[src/rtl/ram_arbiter_if.sv]
// ============================================================================
// Module   : ram_arbiter_if
// Purpose  : Bundles the CPU request, auxiliary request and single-port RAM
//            signals of ram_arbiter. The slave modport is the arbiter; the
//            master modport is the surrounding system (CPU, aux master, RAM).
// Revision : 1.0 - initial release
// ============================================================================
`default_nettype none

interface ram_arbiter_if;
    // CPU memory-stage port
    logic        cpu_req;
    logic        cpu_we;
    logic [15:0] cpu_addr;
    logic [15:0] cpu_wdata;
    logic        cpu_stall;
    logic        cpu_rvalid;
    logic [15:0] cpu_rdata;

    // Auxiliary master port
    logic        aux_req;
    logic        aux_we;
    logic [15:0] aux_addr;
    logic [15:0] aux_wdata;
    logic        aux_gnt;
    logic        aux_rvalid;
    logic [15:0] aux_rdata;

    // Single-port RAM port (ram_q is registered, valid one cycle after address)
    logic [15:0] ram_q;
    logic [15:0] ram_address;
    logic [15:0] ram_data;
    logic        ram_wren;

    modport slave (
        input  cpu_req, cpu_we, cpu_addr, cpu_wdata,
        input  aux_req, aux_we, aux_addr, aux_wdata,
        input  ram_q,
        output cpu_stall, cpu_rvalid, cpu_rdata,
        output aux_gnt, aux_rvalid, aux_rdata,
        output ram_address, ram_data, ram_wren
    );

    modport master (
        output cpu_req, cpu_we, cpu_addr, cpu_wdata,
        output aux_req, aux_we, aux_addr, aux_wdata,
        output ram_q,
        input  cpu_stall, cpu_rvalid, cpu_rdata,
        input  aux_gnt, aux_rvalid, aux_rdata,
        input  ram_address, ram_data, ram_wren
    );
endinterface

`default_nettype wire

[src/rtl/ram_arbiter.sv]
// ============================================================================
// Module   : ram_arbiter
// Purpose  : Shares one single-port RAM between the CPU memory stage and an
//            auxiliary master. Each access takes three cycles:
//            IDLE (arbitrate + latch) -> *_ACC (drive RAM) -> *_ACK (complete).
//            Ties are resolved round-robin by default; defining the macro
//            ARB_CPU_PRIORITY_EN makes the CPU win every tie instead.
// Revision : 1.0 - initial release
// ============================================================================
`default_nettype none

module ram_arbiter (
    input  logic          clk,
    input  logic          reset,
    ram_arbiter_if.slave  bus
);

    typedef enum logic [2:0] {
        IDLE    = 3'd0,
        CPU_ACC = 3'd1,
        AUX_ACC = 3'd2,
        CPU_ACK = 3'd3,
        AUX_ACK = 3'd4
    } state_t;

    state_t      r_state;
    state_t      w_state_nxt;
    logic        w_grant_cpu;
    logic        w_grant_aux;

    // Access captured at grant time; the RAM is driven only from these so the
    // requester may change or drop its inputs once granted.
    logic [15:0] r_addr;
    logic [15:0] r_wdata;
    logic        r_we;

    logic [15:0] r_cpu_rdata;
    logic [15:0] r_aux_rdata;

`ifndef ARB_CPU_PRIORITY_EN
    localparam logic c_GRANT_CPU = 1'b0;
    localparam logic c_GRANT_AUX = 1'b1;

    // Owner of the most recent grant; resets to AUX so the CPU wins the first tie
    logic        r_last_grant;
`endif

    // Arbitration, next-state decode and all RAM/handshake outputs
    always_comb begin
        w_grant_cpu     = 1'b0;
        w_grant_aux     = 1'b0;
        w_state_nxt     = r_state;
        bus.ram_address = r_addr;
        bus.ram_data    = r_wdata;
        bus.ram_wren    = 1'b0;
        bus.cpu_rvalid  = 1'b0;
        bus.aux_rvalid  = 1'b0;
        bus.cpu_rdata   = r_cpu_rdata;
        bus.aux_rdata   = r_aux_rdata;

        case (r_state)
            IDLE: begin
                if (bus.cpu_req && bus.aux_req) begin
`ifdef ARB_CPU_PRIORITY_EN
                    w_grant_cpu = 1'b1;
`else
                    if (r_last_grant == c_GRANT_AUX) begin
                        w_grant_cpu = 1'b1;
                    end else begin
                        w_grant_aux = 1'b1;
                    end
`endif
                end else if (bus.cpu_req) begin
                    w_grant_cpu = 1'b1;
                end else if (bus.aux_req) begin
                    w_grant_aux = 1'b1;
                end

                if (w_grant_cpu) begin
                    w_state_nxt = CPU_ACC;
                end else if (w_grant_aux) begin
                    w_state_nxt = AUX_ACC;
                end
            end
            CPU_ACC: begin
                bus.ram_wren = r_we;
                w_state_nxt  = CPU_ACK;
            end
            AUX_ACC: begin
                bus.ram_wren = r_we;
                w_state_nxt  = AUX_ACK;
            end
            CPU_ACK: begin
                bus.cpu_rvalid = 1'b1;
                // RAM output is valid this cycle; forward it so rdata
                // accompanies the rvalid pulse
                if (!r_we) begin
                    bus.cpu_rdata = bus.ram_q;
                end
                w_state_nxt = IDLE;
            end
            AUX_ACK: begin
                bus.aux_rvalid = 1'b1;
                if (!r_we) begin
                    bus.aux_rdata = bus.ram_q;
                end
                w_state_nxt = IDLE;
            end
            default: begin
                w_state_nxt = IDLE;
            end
        endcase

        // aux_gnt marks the cycle in which the aux inputs are captured
        bus.aux_gnt   = w_grant_aux;
        bus.cpu_stall = bus.cpu_req & ~bus.cpu_rvalid;
    end

    // State register; reset aborts any access in flight
    always_ff @(posedge clk or posedge reset) begin
        if (reset) begin
            r_state <= IDLE;
        end else begin
            r_state <= w_state_nxt;
        end
    end

    // Capture the winner's access at grant time
    always_ff @(posedge clk or posedge reset) begin
        if (reset) begin
            r_addr  <= 16'h0000;
            r_wdata <= 16'h0000;
            r_we    <= 1'b0;
        end else if (w_grant_cpu) begin
            r_addr  <= bus.cpu_addr;
            r_wdata <= bus.cpu_wdata;
            r_we    <= bus.cpu_we;
        end else if (w_grant_aux) begin
            r_addr  <= bus.aux_addr;
            r_wdata <= bus.aux_wdata;
            r_we    <= bus.aux_we;
        end
    end

`ifndef ARB_CPU_PRIORITY_EN
    // Remember who was granted last for round-robin tie breaking
    always_ff @(posedge clk or posedge reset) begin
        if (reset) begin
            r_last_grant <= c_GRANT_AUX;
        end else if (w_grant_cpu) begin
            r_last_grant <= c_GRANT_CPU;
        end else if (w_grant_aux) begin
            r_last_grant <= c_GRANT_AUX;
        end
    end
`endif

    // Hold the last read data of each owner; writes leave it unchanged
    always_ff @(posedge clk or posedge reset) begin
        if (reset) begin
            r_cpu_rdata <= 16'h0000;
            r_aux_rdata <= 16'h0000;
        end else begin
            if (r_state == CPU_ACK && !r_we) begin
                r_cpu_rdata <= bus.ram_q;
            end
            if (r_state == AUX_ACK && !r_we) begin
                r_aux_rdata <= bus.ram_q;
            end
        end
    end

endmodule

`default_nettype wire
[src/flat_wrapper.sv]
// flat-port wrapper written by rule: the top's interface ports become plain ports
module ram_arbiter_flat 
  (clk, reset, bus_cpu_req, bus_cpu_we, bus_cpu_addr, bus_cpu_wdata, bus_aux_req, bus_aux_we, bus_aux_addr, bus_aux_wdata, bus_ram_q, bus_cpu_stall, bus_cpu_rvalid, bus_cpu_rdata, bus_aux_gnt, bus_aux_rvalid, bus_aux_rdata, bus_ram_address, bus_ram_data, bus_ram_wren);
  ram_arbiter_if bus_i ();
  input  logic clk;
  input  logic reset;
  input wire logic [$bits(bus_i.cpu_req)-1:0] bus_cpu_req;
  input wire logic [$bits(bus_i.cpu_we)-1:0] bus_cpu_we;
  input wire logic [$bits(bus_i.cpu_addr)-1:0] bus_cpu_addr;
  input wire logic [$bits(bus_i.cpu_wdata)-1:0] bus_cpu_wdata;
  input wire logic [$bits(bus_i.aux_req)-1:0] bus_aux_req;
  input wire logic [$bits(bus_i.aux_we)-1:0] bus_aux_we;
  input wire logic [$bits(bus_i.aux_addr)-1:0] bus_aux_addr;
  input wire logic [$bits(bus_i.aux_wdata)-1:0] bus_aux_wdata;
  input wire logic [$bits(bus_i.ram_q)-1:0] bus_ram_q;
  output wire logic [$bits(bus_i.cpu_stall)-1:0] bus_cpu_stall;
  output wire logic [$bits(bus_i.cpu_rvalid)-1:0] bus_cpu_rvalid;
  output wire logic [$bits(bus_i.cpu_rdata)-1:0] bus_cpu_rdata;
  output wire logic [$bits(bus_i.aux_gnt)-1:0] bus_aux_gnt;
  output wire logic [$bits(bus_i.aux_rvalid)-1:0] bus_aux_rvalid;
  output wire logic [$bits(bus_i.aux_rdata)-1:0] bus_aux_rdata;
  output wire logic [$bits(bus_i.ram_address)-1:0] bus_ram_address;
  output wire logic [$bits(bus_i.ram_data)-1:0] bus_ram_data;
  output wire logic [$bits(bus_i.ram_wren)-1:0] bus_ram_wren;
  assign bus_i.cpu_req = bus_cpu_req;
  assign bus_i.cpu_we = bus_cpu_we;
  assign bus_i.cpu_addr = bus_cpu_addr;
  assign bus_i.cpu_wdata = bus_cpu_wdata;
  assign bus_i.aux_req = bus_aux_req;
  assign bus_i.aux_we = bus_aux_we;
  assign bus_i.aux_addr = bus_aux_addr;
  assign bus_i.aux_wdata = bus_aux_wdata;
  assign bus_i.ram_q = bus_ram_q;
  assign bus_cpu_stall = bus_i.cpu_stall;
  assign bus_cpu_rvalid = bus_i.cpu_rvalid;
  assign bus_cpu_rdata = bus_i.cpu_rdata;
  assign bus_aux_gnt = bus_i.aux_gnt;
  assign bus_aux_rvalid = bus_i.aux_rvalid;
  assign bus_aux_rdata = bus_i.aux_rdata;
  assign bus_ram_address = bus_i.ram_address;
  assign bus_ram_data = bus_i.ram_data;
  assign bus_ram_wren = bus_i.ram_wren;
  ram_arbiter u_core (.clk(clk), .reset(reset), .bus(bus_i));
endmodule
[config.mk]
export PLATFORM = sky130hd
export DESIGN_NAME = ram_arbiter_flat
export DESIGN_NICKNAME = d
export VERILOG_FILES = /design/src/rtl/ram_arbiter_if.sv /design/src/rtl/ram_arbiter.sv /design/src/flat_wrapper.sv
export SDC_FILE = /design/constraint.sdc
export NUM_CORES = 1
export LEC_CHECK = 0
export ABC_AREA = 1
export CAP_MARGIN = 5
export CORE_ASPECT_RATIO = 0.75
export CORE_UTILIZATION = 27
export DETAILED_ROUTE_END_ITERATION = 8
export PLACE_DENSITY = 0.58
export SLEW_MARGIN = 20
export SYNTH_ARGS = -nofsm -noshare
export SYNTH_HDL_FRONTEND = slang
export SYNTH_SLANG_ARGS = --single-unit
[constraint.sdc]
create_clock -name clk -period 2.5 [get_ports clk]
set_clock_uncertainty 0.1 [all_clocks]
set_input_delay 0.375 -clock clk [delete_from_list [all_inputs] [get_ports clk]]
set_output_delay 0.375 -clock clk [all_outputs]
set_load 0.05 [all_outputs]
* After elaboration in Yosys (flattened, before gate mapping)
Index checks and enable logic that the tools add are counted.
** Storage, ports and cells
- Memories :: 0
- Input bits :: 86
- Bits in writable memories :: 0
- Logic and storage cells :: 50
- Output and inout port bits :: 69
- ROM bits :: 0
- Latch bits :: 0
- Register bits :: 69
** Cells by class
- Reductions and logical operators :: 7
- Magnitude comparators :: 0
- Multipliers :: 0
- Equal/unequal tests :: 5
- Divide/modulo/power cells :: 0
- Shifts and indexed selects :: 0
- Multiplexer cells :: 29
- Bitwise logic cells :: 2
- Add/sub/neg operators :: 0
** Operators by type and width (number)
- $mux W16 :: 8
- $mux W1 :: 18
- $pmux W3 S3 :: 1
- $eq A3 B2 Y1 const B :: 2
- $mux W3 :: 2
- $eq A3 B1 Y1 const B :: 1
- $eq A3 B3 Y1 const B :: 1
- $logic_and A1 B1 Y1 :: 3
- $logic_not A3 Y1 :: 1
- $ne A3 B3 Y1 const B :: 1
- $reduce_bool A2 Y1 :: 1
- $reduce_or A2 Y1 :: 1
- $and A1 B1 Y1 :: 1
- $logic_not A1 Y1 :: 1
- $not A1 Y1 :: 1

* Logic depth before layout (Yosys ltp)
Gate-level depths: netlist of the first run.
- Word-level depth :: 7
- Depth in mapped cells :: 8
- Mapped depth without buffers :: 7

* Least setup slack after synthesis of the first run
OpenSTA, ideal clock, no wires.
- Kind :: register -> output
- From :: reg u_core.r_state[1]
- To :: out bus_aux_gnt
- Arrival :: 1.831 ns
- Path buffers :: 0
- Setup slack :: 0.194 ns
- Data required time :: 2.025 ns
- Stages on the path, launching flop included :: 4
- Path through :: dfrtp_1 -> inv_2 -> nand3_2 -> nor3b_1
** Between the ends
- Longest elaborated chain between the ends :: 2
** Ends and longest elaborated chain
- from (decl) :: line ram_arbiter.sv:26 : state_t r_state;
- from (signal assigned) :: line ram_arbiter.sv:124 : r_state <= w_state_nxt;
- $logic_not A3 Y1 :: line ram_arbiter.sv:61 : case (r_state)
- $mux W1 :: line ram_arbiter.sv:61
- to (decl) :: line flat_wrapper.sv:19 : output wire logic [$bits(bus_i.aux_gnt)-1:0] bus_aux_gnt;
Every way passes these cells.

* Worst setup path after layout of the first run
- From :: reg u_core.r_state[1]
- To :: out bus_aux_rdata[12]
** Between the ends
- Longest elaborated chain between the ends :: 2
** Ends and longest elaborated chain
- $eq A3 B3 Y1 :: line ram_arbiter.sv:61
- $mux W16 :: line ram_arbiter.sv:61
- to (decl) :: line flat_wrapper.sv:21 : output wire logic [$bits(bus_i.aux_rdata)-1:0] bus_aux_rdata;
Every way passes these cells.

==> key figures, run 1 <==
Run status
  – Run status: complete, no violations

Clock network
  – Total CTS buffers: 9
  – Worst skew pair latency: 320 ps
  – Maximum number of buffers from clock root to sink: 2
  – Root Buffer Master: sky130_fd_sc_hd__clkbuf_16
  – Clock-pin slew of the registers on the worst-case setup and hold paths: 50 ps
  – Number of sinks handled by clock tree synthesis: 69
  – Setup fix buffers added after clock tree synthesis: 0
  – Post-cts hold buffer count: 0
  – Clock tree from TritonCTS: yes
  – Gates resized, CTS repair: 0
  – CTS H-tree lvls: 3

Setup path
  – Crit path required time: 2030 ps
  – Arrival time at the worst endpoint: 1840 ps
  – Critical path class: flop to output pin
  – Total buffers and inverters traversed by the critical path: 3
  – Worst path top cell family by delay: simple AND/OR/NAND/NOR gates
  – Cell repeated most along the worst path: sky130_fd_sc_hd__nand2_1
  – Cell-by-cell listing of the critical path: inv_2 > nand3_4 > nor2_2 > buf_4 > nand2_1 > nand2_1 > buf_12
  – Critical-path maximum fanout: 18
  – Type of destination of the critical path: output pin
  – Highest cell delay on the worst timing path: 410 ps
  – Slowest cell on the critical path: sky130_fd_sc_hd__dfrtp_1
  – Critical Path Start Type: flop

Finish
  – Synth-to-layout area growth: 66.91%
  – Layout Cell Area excl Fill: 0.005971 mm²
  – Diode insertion count for antenna repair: 0
  – Final layout net count: 722
  – Fill cell total of the finished layout: 1253
  – Seq. cell area: 0.001729 mm²
  – Final Non-Filler Cells: 812
  – Area of the multi-input gates: 0.001439 mm²
  – Fraction of layout cells with a size suffix above 1: 13.42%

Synth
  – Flip-flop and latch count after synthesis: 69
  – Most used flip-flop cell after synthesis: sky130_fd_sc_hd__dfrtp_1
  – Average footprint of a synthesized cell: 7.406 µm²
  – Seq/Total Area, Yosys: 48.30%
  – Post-synth ARST share: 100.0%
  – Cell area after synthesis: 0.003577 mm²
  – Library cell with the largest summed area after synthesis: sky130_fd_sc_hd__dfrtp_1
  – Post-Syn Nets: 569
  – EDFF count, synth: 0
  – Synth cell types: 23
  – Top area cells in the synthesized netlist: sky130_fd_sc_hd__dfrtp_1, sky130_fd_sc_hd__nand2_1, sky130_fd_sc_hd__nand3_1
  – List of most frequent post-synthesis cells: sky130_fd_sc_hd__nand2_1, sky130_fd_sc_hd__nand3_1, sky130_fd_sc_hd__inv_1
  – Dominant cell by count in the synthesized netlist: sky130_fd_sc_hd__nand2_1
  – Proportion of netlist area held by the largest area contributor: 47.57%
  – Synthesized netlist cell count: 483
  – Synth warnings: 0

Timing
  – Peak clock frequency supported by timing: 432.8 MHz
  – Period minus WS final: 2310 ps
  – Setup Viol. Count Final: 0
  – Sum of negative setup slack: 0 ps
  – Slew Limit Fails: 0
  – Relative max-transition margin: 61.15%
  – Total count of hold-check failures in the final report: 0
  – Actual transition at the worst max-transition pin: 581.9 ps
  – Setup repair after global routing missed its margin: false
  – Fraction of the cycle the final worst path needs: 92.42%

Placed design
  – Area of placed instances: 0.005645 mm²
  – RePlAce Congestion: 0.7926
  – Count of input and output buffers: 154
  – Dpl cells: 796
  – Final HPWL DP: 7.630 mm

Floorplanning
  – Number of rows created at floorplan: 36
  – Initial core utilization: 27.58%
  – Chip height: 101.7 µm
  – Placeable core region: 0.01297 mm²
  – DIE WIDTH: 134.9 µm
  – Full die area: 0.01372 mm²
  – Ports: 155

Global routing
  – GRT overflow: 0
  – Number of antenna violations at the first check in global routing: 0
  – Vias in the first global route: 3473
  – Global-route wire length before repair: 17.17 mm
  – GRT Overall Usage: 16.13%
  – Pin count of the biggest net entering global routing: 36

Power and ir drop
  – VDD IR-drop max: 0.0007445 V
  – Power, Total: 9.682 mW
  – Power density over the cells: 1622 mW/mm²
  – Total leakage power: 3.100 nW

Detailed routing
  – Routed vias/inst: 4.304
  – DRT antenna net count: 0
  – # DRC: 0
  – Total wire length: 10.26 mm
  – Detailed-routing iteration count for the pre-antenna-repair pass: 4
  – Routed wirelength normalized by instance count: 12.63 µm
  – 1st-iter DRT viols: 152
  – Via count: 3495

Min path
  – Classification of the worst-slack hold path: input pin to asynchronous set/reset pin

Job
  – # Max-Cap Violations: 0
-- state kept, by name, indices dropped and copies added, names as in the netlist --
name,flops
u_core.bus.ram_address,16
u_core.bus.ram_data,16
u_core.r_aux_rdata,16
u_core.r_cpu_rdata,16
u_core.r_state,3
u_core.r_last_grant,1
u_core.r_we,1
-- per-layer routing --
| layer | global-route usage, % | vias to the layer above | wire length, µm |
|---|---|---|---|
| met2 | 25.93 | 114 | 4546 |
| met1 | 20.73 | 1580 | 4849 |
| met3 | 4.955 | 15 | 689 |
| met5 | 0 | - | 0 |
| li1 | - | 1786 | - |
| met4 | 5.359 | 0 | 173 |
-- where the power goes --
part,internal [mW],switching (mW)
sequential,1.70,0.305
combinational,2.41,3.94
clock,0.873,0.466
-- stage by stage --
step	hold WS [ps]	utilization [%]	setup WS [ps]
2_1_floorplan	336.7	-	194.3
3_3_place_gp	353.6	43.52	378.0
3_5_place_dp	357.8	43.52	367.4
4_1_cts	353.0	45.96	3.771
5_1_grt	391.5	46.03	34.05
6_report	334.9	46.03	189.6
-- cell usage in the layout (no fill, tap or decap), drive strengths merged --
master	synthesis	layout
buf	19	47
dfrtp	68	68
o21a	2	2
nor2	6	6
a21oi	1	1
nor3b	1	1
inv	75	75
bufinv	0	2
clkinv	1	5
clkbuf	3	10
clkdlybuf4s50	0	117
nand2	202	202
nand3	85	85
nor3	1	1
o21ai	18	18
dfstp	1	1
-- cell families after synthesis --
family	synth area share, %
flip-flops	48.30
AND/OR/NAND/NOR	36.62
AO/OA/AOI/OAI	3.393
buffers and inverters	11.68
-- final cells by class --
type / count / share of cell area [%]
Timing Repair Buffer: 164 / 33.28
Sequential cell: 69 / 28.96
Multi-Input combinational cell: 316 / 24.10
Inverter: 76 / 4.778
Clock buffer: 10 / 3.835
Tap cell: 171 / 3.583
Clock inverter: 6 / 1.467
-- path summary, 6_finish.rpt --
check	endpoint	start	slack, ps	depth (start not counted)
min in group clk	u_core.r_cpu_rdata[15]$_DFFE_PP0P_	u_core.r_cpu_rdata[15]$_DFFE_PP0P_	360	2
max in group asynchronous	u_core.r_last_grant$_DFFE_PP1P_	reset	1360	3
worst max register to register	u_core.bus.ram_address[6]$_DFFE_PP0P_	u_core.r_state[2]$_DFFE_PP0P_	610	7
worst max-delay path	bus_aux_rdata[12]	u_core.r_state[1]$_DFFE_PP0P_	190	7
worst min register to register	u_core.r_cpu_rdata[15]$_DFFE_PP0P_	u_core.r_cpu_rdata[15]$_DFFE_PP0P_	360	2
worst min-delay path	u_core.r_cpu_rdata[4]$_DFFE_PP0P_	reset	330	2
(Power assumes the default switching activity.)
==> inputs of run 2 (changes only) <==
Settings changed: SKIP_LAST_GASP set to 1.
==> results of run 2 <==
The final DEF is identical to that of run 1; final timing and power are the same.
==> inputs of run 3 (changes only) <==
Settings changed: PLACE_DENSITY 0.58 to 0.6.
Clock period 2.5 ns to 2.1 ns, I/O delays scaled along.
==> run 3 against run 2 <==
Net effect: the flow now finishes with violations (setup timing); final area increased by 8.0%; sequential share of layout area decreased by 2.1 points; die area unchanged; critical path type unchanged; critical endpoint is now bus_aux_rdata[14]; largest power group unchanged.
==> key figures, run 3 (same netlist as run 1, synthesis figures left out) <==
Timing
  – Final WS setup: -0.4259 ps
  – Total count of hold-check failures in the final report: 0
  – Period minus WS final: 2100 ps
  – Peak clock frequency supported by timing: 476.1 MHz
  – Setup Viol. Count Final: 1
  – Sum of negative setup slack: -0.4259 ps
  – Actual transition at the worst max-transition pin: 578.9 ps
  – Relative max-transition margin: 61.35%
  – Setup repair after global routing missed its margin: true
  – Slew Limit Fails: 0
  – Fraction of the cycle the final worst path needs: 100.0%

Detailed routing
  – # DRC: 0
  – Detailed-routing iteration count for the pre-antenna-repair pass: 4
  – Total wire length: 11.15 mm
  – Via count: 3674
  – 1st-iter DRT viols: 174
  – Routed vias/inst: 4.427
  – DRT antenna net count: 0
  – Routed wirelength normalized by instance count: 13.43 µm

Clock network
  – Number of sinks handled by clock tree synthesis: 69
  – Total CTS buffers: 9
  – Root Buffer Master: sky130_fd_sc_hd__clkbuf_16
  – CTS H-tree lvls: 3
  – Maximum number of buffers from clock root to sink: 2
  – Clock-pin slew of the registers on the worst-case setup and hold paths: 50 ps
  – Worst skew pair latency: 320 ps
  – Clock tree from TritonCTS: yes

Placed design
  – Area of placed instances: 0.005679 mm²
  – Count of input and output buffers: 154
  – Final HPWL DP: 7.823 mm
  – RePlAce Congestion: 0.8099

Floorplanning
  – DIE WIDTH: 134.9 µm
  – Initial core utilization: 27.58%
  – Chip height: 101.7 µm
  – Number of rows created at floorplan: 36
  – Full die area: 0.01372 mm²
  – Placeable core region: 0.01297 mm²
  – Ports: 155

Setup path
  – Worst setup startpoint: u_core.r_state[2]$_DFFE_PP0P_
  – Levels on crit path: 5
  – R2R Path Start: u_core.r_state[2]$_DFFE_PP0P_
  – Critical-path maximum fanout: 6
  – Type of destination of the critical path: output pin
  – Flop2flop setup slack: 420 ps
  – Length in cells of the worst reg-to-reg path: 7
  – CP endpoint: bus_aux_rdata[14]
  – Arrival time at the worst endpoint: 1690 ps
  – Critical path class: flop to output pin
  – Reg2reg end: u_core.bus.ram_address[14]$_DFFE_PP0P_
  – Highest cell delay on the worst timing path: 440 ps
  – Crit path required time: 1680 ps
  – Total buffers and inverters traversed by the critical path: 2
  – Worst path top cell family by delay: flip-flops
  – Cell-by-cell listing of the critical path: buf_4 > nand3_2 > o21ai_0 > nand2_2 > buf_12
  – Slowest cell on the critical path: sky130_fd_sc_hd__dfrtp_2
  – Critical Path Start Type: flop

Power and ir drop
  – VDD IR-drop max: 0.001066 V
  – Total leakage power: 3.199 nW
  – Power, Total: 12.32 mW
  – Power density over the cells: 1911 mW/mm²

Finish
  – Commonest non-fill, non-tap cells in the layout: sky130_fd_sc_hd__nand2_1, sky130_fd_sc_hd__clkdlybuf4s50_1, sky130_fd_sc_hd__inv_1, sky130_fd_sc_hd__nand3_1, sky130_fd_sc_hd__dfrtp_1
  – Fraction of layout cells with a size suffix above 1: 23.82%
  – Area of the multi-input gates: 0.001748 mm²
  – Seq. cell area: 0.001730 mm²
  – Most common library cell in the layout ignoring fill and taps: sky130_fd_sc_hd__nand2_1
  – Final layout net count: 740
  – Synth-to-layout area growth: 80.20%
  – Fill cell total of the finished layout: 1189
  – Post-layout util: 49.69%
  – Diode insertion count for antenna repair: 0
  – Layout Cell Area excl Fill: 0.006446 mm²

Global routing
  – Vias in the first global route: 3567
  – Pin count of the biggest net entering global routing: 40
  – Met2 demand-to-capacity share in global routing: 25.22%
  – Met3 usage in global routing: 5.205%
  – Busiest layer in global routing: met2
  – Global-route wire length before repair: 17.17 mm
  – GRT overflow: 0
  – Met1 Use GR: 21.16%
  – GRT Overall Usage: 16.11%
  – Number of antenna violations at the first check in global routing: 0

Run status
  – Violations in the final reports: setup timing
  – Run status: complete, but fails checks

Min path
  – Classification of the worst-slack hold path: input pin to asynchronous set/reset pin

Job
  – # Max-Cap Violations: 0
## run 3: cell types whose count changed in the layout (fill, tap and decap cells not counted), moves of 4 or more
cell / before / now
sky130_fd_sc_hd__o21ai_2: 0 / 4
sky130_fd_sc_hd__buf_6: 0 / 5
sky130_fd_sc_hd__nand3_4: 1 / 10
sky130_fd_sc_hd__buf_4: 10 / 20
sky130_fd_sc_hd__nand2_1: 190 / 162
sky130_fd_sc_hd__nand3_2: 1 / 9
sky130_fd_sc_hd__nand2_2: 6 / 29
sky130_fd_sc_hd__o21ai_0: 18 / 9
sky130_fd_sc_hd__o21ai_1: 0 / 5
sky130_fd_sc_hd__nand3_1: 83 / 67
sky130_fd_sc_hd__nand2_4: 6 / 10
## run 3: layout make-up
class                   instances  share of cell area [%]
clock buffers                  10                   3.707
clock inverters                 6                   1.339
inverters                      76                   4.581
multi-input cells             318                   27.12
flip-flops and latches         69                   26.84
well taps                     171                   3.319
repair buffers                180                   33.09
## run 3: stage by stage
| stage | hold WS, ps | setup slack (ps) | instances |
|---|---|---|---|
| 4_1_cts | 361.7 | -5.747 | 821 |
| 6_report | 346.8 | -0.4259 | 830 |
| 5_1_grt | 390.5 | -82.54 | 830 |
| 3_5_place_dp | 356.6 | 135.7 | 801 |
| 2_1_floorplan | 336.7 | 82.55 | 483 |
| 3_3_place_gp | 355.7 | 211.8 | 801 |
## run 3: worst min-delay path by stage
stage | start | to | depth (start not counted) | slack [ps]
after CTS | reset | u_core.bus.ram_data[2]$_DFFE_PP0P_ | 3 | 360
after global routing | u_core.r_aux_rdata[3]$_DFFE_PP0P_ | u_core.r_aux_rdata[3]$_DFFE_PP0P_ | 2 | 390
after global placement | u_core.r_cpu_rdata[12]$_DFFE_PP0P_ | u_core.r_cpu_rdata[12]$_DFFE_PP0P_ | 2 | 360
final | reset | u_core.bus.ram_data[2]$_DFFE_PP0P_ | 3 | 350
after detailed placement | u_core.r_cpu_rdata[13]$_DFFE_PP0P_ | u_core.r_cpu_rdata[13]$_DFFE_PP0P_ | 2 | 360
after floorplan | u_core.r_cpu_rdata[10]$_DFFE_PP0P_ | u_core.r_cpu_rdata[10]$_DFFE_PP0P_ | 2 | 340
## run 3: repair_timing
item,in CTS,in global routing
pin swaps,1,18
buffers inserted,4,6
endpoints found under the hold margin,0,0
endpoints found under the setup margin,33,33
cloned,0,3
hold buffers,0,0
gates resized for setup,22,71
## run 3: power breakdown
part,leakage (nW),internal [mW],switching (mW)
clock network,0.158,1.07,0.558
logic,2.21,3.22,5.09
registers,0.834,2.02,0.361
total,3.20,6.31,6.01
## run 3: layer usage
layer  share of wire [%]  wire length (µm)  up-vias
met2                  44              4922      134
met5                   0                 0        -
met4                 1.2               136        0
met1                  47              5244     1693
met3                 7.6               847       13
li1                    -                 -     1834
## run 3: tightest hold or removal path, cell delays in order
cell and delay (ps):
sky130_fd_sc_hd__clkdlybuf4s50_1 440, sky130_fd_sc_hd__clkinvlp_4 90, sky130_fd_sc_hd__buf_4 340
